File: src/rtl/pwm_peripheral.sv
// pwm_peripheral
// Sixteen-pin PWM/static output driver. One shared PWM waveform is derived
// from the system clock through a prescaler and an 8-bit period counter.
// The duty value is shadowed at each period boundary, so an SPI write that
// lands mid-period never truncates or glitches the running period. Enables
// are applied directly, so an enable change reaches the pins one clock later.

module pwm_peripheral #(
  parameter int PRESCALE = 13
) (
  input  logic        clk,
  input  logic        rst_n,
  input  logic [7:0]  en_reg_out_7_0,
  input  logic [7:0]  en_reg_out_15_8,
  input  logic [7:0]  en_reg_pwm_7_0,
  input  logic [7:0]  en_reg_pwm_15_8,
  input  logic [7:0]  pwm_duty_cycle,
  output logic [15:0] out,
  output logic        period_start
);

  // A prescaler of 1 still gets a one-bit counter that simply stays at zero,
  // which makes step permanently high.
  localparam int               PRE_W    = (PRESCALE > 1) ? $clog2(PRESCALE) : 1;
  localparam logic [PRE_W-1:0] PRE_LAST = PRE_W'(PRESCALE - 1);
  localparam logic [PRE_W-1:0] PRE_ONE  = PRE_W'(1);

  logic [PRE_W-1:0] pre_reg;
  logic [7:0]       cnt_reg;
  logic [7:0]       duty_sh_reg;
  logic [15:0]      out_reg;
  logic             period_start_reg;

  logic             step;
  logic             eop;
  logic             pwm;
  logic [15:0]      en_out;
  logic [15:0]      en_pwm;
  logic [15:0]      out_next;
  logic             period_start_next;

  assign en_out = {en_reg_out_15_8, en_reg_out_7_0};
  assign en_pwm = {en_reg_pwm_15_8, en_reg_pwm_7_0};

  // The counter advances once per prescaler wrap; the period ends on the
  // last prescaler tick of count 255.
  assign step = (pre_reg == PRE_LAST);
  assign eop  = step && (cnt_reg == 8'hFF);

  // 0xFF is special-cased so full duty never shows a one-step dip at 255.
  assign pwm = (duty_sh_reg == 8'hFF) || (cnt_reg < duty_sh_reg);

  // The first output cycle of a period is the one following pre == 0, cnt == 0.
  assign period_start_next = (pre_reg == '0) && (cnt_reg == 8'h00);

  // Prescaler: divides the system clock down to PWM counter steps.
  always_ff @(posedge clk) begin
    if (!rst_n) begin
      pre_reg <= '0;
    end else if (step) begin
      pre_reg <= '0;
    end else begin
      pre_reg <= pre_reg + PRE_ONE;
    end
  end

  // Period counter: free-running modulo 256 in prescaled steps.
  always_ff @(posedge clk) begin
    if (!rst_n) begin
      cnt_reg <= 8'h00;
    end else if (step) begin
      cnt_reg <= cnt_reg + 8'd1;
    end
  end

  // Duty shadow: only the value present at the end of a period is taken,
  // so the last write of a period wins and a write in the eop cycle counts.
  always_ff @(posedge clk) begin
    if (!rst_n) begin
      duty_sh_reg <= 8'h00;
    end else if (eop) begin
      duty_sh_reg <= pwm_duty_cycle;
    end
  end

  // Per-pin select: disabled pins are low, enabled static pins are high,
  // enabled PWM pins follow the shared waveform.
  generate
    for (genvar gi = 0; gi < 16; gi++) begin : g_pin
      assign out_next[gi] = en_out[gi] & (~en_pwm[gi] | pwm);
    end
  endgenerate

  // Output flops: every pin and the period marker are registered.
  always_ff @(posedge clk) begin
    if (!rst_n) begin
      out_reg          <= 16'h0000;
      period_start_reg <= 1'b0;
    end else begin
      out_reg          <= out_next;
      period_start_reg <= period_start_next;
    end
  end

  assign out          = out_reg;
  assign period_start = period_start_reg;

endmodule

File: config.mk
export PLATFORM = sky130hd
export DESIGN_NAME = pwm_peripheral
export DESIGN_NICKNAME = d
export VERILOG_FILES = /design/src/rtl/pwm_peripheral.sv
export SDC_FILE = /design/constraint.sdc
export NUM_CORES = 1
export LEC_CHECK = 0
export ABC_AREA = 1
export CELL_PAD_IN_SITES_DETAIL_PLACEMENT = 1
export CELL_PAD_IN_SITES_GLOBAL_PLACEMENT = 2
export CORE_MARGIN = 3
export CORE_UTILIZATION = 24
export CTS_CLUSTER_SIZE = 8
export DETAILED_ROUTE_END_ITERATION = 7
export HOLD_SLACK_MARGIN = 0.08
export PLACE_DENSITY_LB_ADDON = 0.1
export REMOVE_ABC_BUFFERS = 1
export SYNTH_ARGS = -nofsm -noshare
export SYNTH_HDL_FRONTEND = slang
export SYNTH_SLANG_ARGS = --single-unit
export TNS_END_PERCENT = 30
File: constraint.sdc
create_clock -name clk -period 1.7 [get_ports clk]
set_input_delay 0.17 -clock clk [delete_from_list [all_inputs] [get_ports clk]]
set_output_delay 0.17 -clock clk [all_outputs]
set_load 0.005 [all_outputs]
==> results.yml <==
status:
  status: "complete, no violations"
timing:
  maxSlewHeadroom: 0.7968
  clock_skew_ns: 0.003098
  tightest_slew_ns: 0.3020
  finalSetupTns_ns: 0
  finalCritPeriodShare: 0.8981
  fmax_mhz: 655.0
  slew_violations: 0
  period_needed_ns: 1.527
  setup_violations: 0
  hold_viol: 0
  rsz0062_at_grt: "no"
logic_synthesis:
  synth_cell_types: 25
  synth_warnings: 0
  yosys.area.top_type: "dfxtp_1"
  synth.area.top_cells: "dfxtp_1 (41%), nand2_1 (14%), inv_1 (12%), ha_1 (7.7%), nand3_1 (5.3%)"
  synthCells: 252
  synth-seq-cells: 37
  ys_seq_area_frac: 0.4131
  synth.avg_cell_area_um2: 7.115
  synth_area_um2: 1793
  yosysTopAreaCellShare: 0.4131
setup_path:
  crit_family: "simple AND/OR/NAND/NOR gates"
  crit_chain: "inv_1 -> ha_1 -> inv_1 -> nor2_4 -> nand2_4 -> nor2_8 -> nand4_4 -> nor2_1 -> nor2_1"
  critical_path_required_ns: 1.89
  critPathKind: "reg2reg"
  start_kind: "flop"
  critPathArrivalTime_ns: 1.71
  critPathBufInv: 2
  worst_path_max_delay_cell: "dfxtp_1"
  end_kind: "flop"
  cpPeakStageDelay_ns: 0.34
  cp_max_fo: 16
clock_tree:
  cts_buffer_depth: 2
  clkSinkCount: 37
  clk_latency_ns: 0.29
  clk_transition_reported_paths_ns: 0.07
  cts_max_level: 2
  cts_made_buffers: 5
  clockRootBuffer: "clkbuf_8"
  postCtsHoldBufs: 0
  cts_tree: "yes"
finish:
  num_antenna_cells: 0
  fin_cells: 414
  nNetsFinal: 370
  largest_reg_flops: 16
  fillers: 878
  drive_gt1_frac: 0.06289
  fin_util: 0.3690
  syn_to_final_growth_pct: 44.45
route:
  route.detailed.drc: 0
  vias_per_cell: 4.005
  drt_wl_total_um: 4754
  firstDrtPassIters: 3
  drtIter0Drc: 50
  drtAntennaViolNets: 0
  route.detailed.wl_per_inst_um: 11.48
  vias: 1658
hold_path:
  hold_class: "in2reg"
placement:
  gp_congestion: 0.6994
  dp.cells: 406
  port_buffers: 58
  place_hpwl_um: 3682
floorplanning:
  die_w_um: 92.44
  start_util: 0.2554
  io_pins: 59
  die_area_um2: 8544
  placementRows: 30
  dieHeight_um: 92.44
  coreArea_um2: 7019
global_route:
  antenna_found_initial: 0
  gr-usage-met1: 0.1383
  grt_usage: 0.1156
  grtUsageMet2: 0.1921
  grt_max_degree: 17
  grtUsageMet3: 0.04143
  grt_pass1_wl_um: 7596
  grt_pass1_vias: 1610
  top_usage_layer: "met2"
  gr-total-overflow: 0
job:
  drv_cap: 0
pwr:
  pwr_density_cell_nw_per_um2: 662.6
  p_total_mw: 1.716
  vdd_drop_max_mv: 0.2581
  p_leak_nw: 1.405
## final timing paths
kind                                       end  slack, ns                from  cells after the start
worst max-delay path            duty_sh_reg[0]       0.17          pre_reg[0]                      9
worst min-delay path                    out[8]       0.46  en_reg_pwm_15_8[0]                      4
worst max register to register  duty_sh_reg[0]       0.17          pre_reg[0]                      9
worst min register to register      pre_reg[0]       0.47          pre_reg[0]                      1
## per-layer routing
metal,vias to the layer above,share of wire
li1,885,-
met1,734,0.46
met2,33,0.48
met3,6,0.051
met4,0,0.012
met5,-,0
## worst reg2reg max path: stages, from the launching register on
cell,delay (ns)
dfxtp_1,0.34
inv_1,0.07
ha_1,0.13
inv_1,0.07
nor2_4,0.15
nand2_4,0.08
nor2_8,0.12
nand4_4,0.23
nor2_1,0.17
nor2_1,0.06
## synth_stat cells, drive strengths merged
library cell / count
buf: 2
xnor2: 1
clkbuf: 4
nand4: 3
o21ai: 4
nand2: 68
dfxtp: 37
nor2: 26
a21oi: 11
nand3: 19
a211oi: 2
or2: 1
inv: 57
ha: 11
o21a: 1
nor4: 1
nor3: 4
## layout by cell type, fill, tap and decap left out, drive strengths merged
cell and count:
o21ai 4, nand4 3, nor3 4, ha 11, nand2 68, nor4 1
nand3 19, nor2 26, clkbuf 8, buf 6, inv 57, or2 1
o21a 1, xnor2 1, a211oi 2, a21oi 11, clkdlybuf4s50 58, dfxtp 37
## stage by stage
stage | hold WS (ns) | worst slack [ns] | area [um2]
finish | 0.4611 | 0.1733 | 2590
global route | 0.4438 | 0.001442 | 2590
CTS | 0.4549 | 0.1059 | 2577
detailed placement | 0.4586 | 0.1278 | 2497
global placement | 0.4438 | 0.1590 | 2497
floorplan | 0.2904 | 0.2481 | 1752
## logic make-up after synthesis
| kind of cell | after synthesis | synth area share |
|---|---|---|
| compound gates | 18 | 0.05443 |
| flops | 37 | 0.4131 |
| buf+inv | 63 | 0.1424 |
| fa+ha+maj | 11 | 0.07676 |
| simple gates | 122 | 0.3084 |
| xor+xnor | 1 | 0.004886 |
## power breakdown
part	leakage, nW	internal (mW)	switching (mW)	total, mW
clock network	0.0395	0.292	0.310	0.602
logic	1.06	0.142	0.0710	0.213
registers	0.301	0.890	0.0107	0.901
## area by class of cell
class,instances,area [um2],share of cell area
Multi-Input combinational cell,152,805.8,0.3111
Sequential cell,37,740.7,0.2860
Timing Repair Buffer,64,629.4,0.2430
Inverter,57,214.0,0.08261
Tap cell,96,120.1,0.04638
Clock buffer,8,80.08,0.03092
## timing repair
item | 4_1_cts | 5_1_grt
gates resized for setup | 0 | 3
buffers inserted | 0 | 0
setup endpoints to repair | 0 | 17
(Power assumes the default switching activity.)
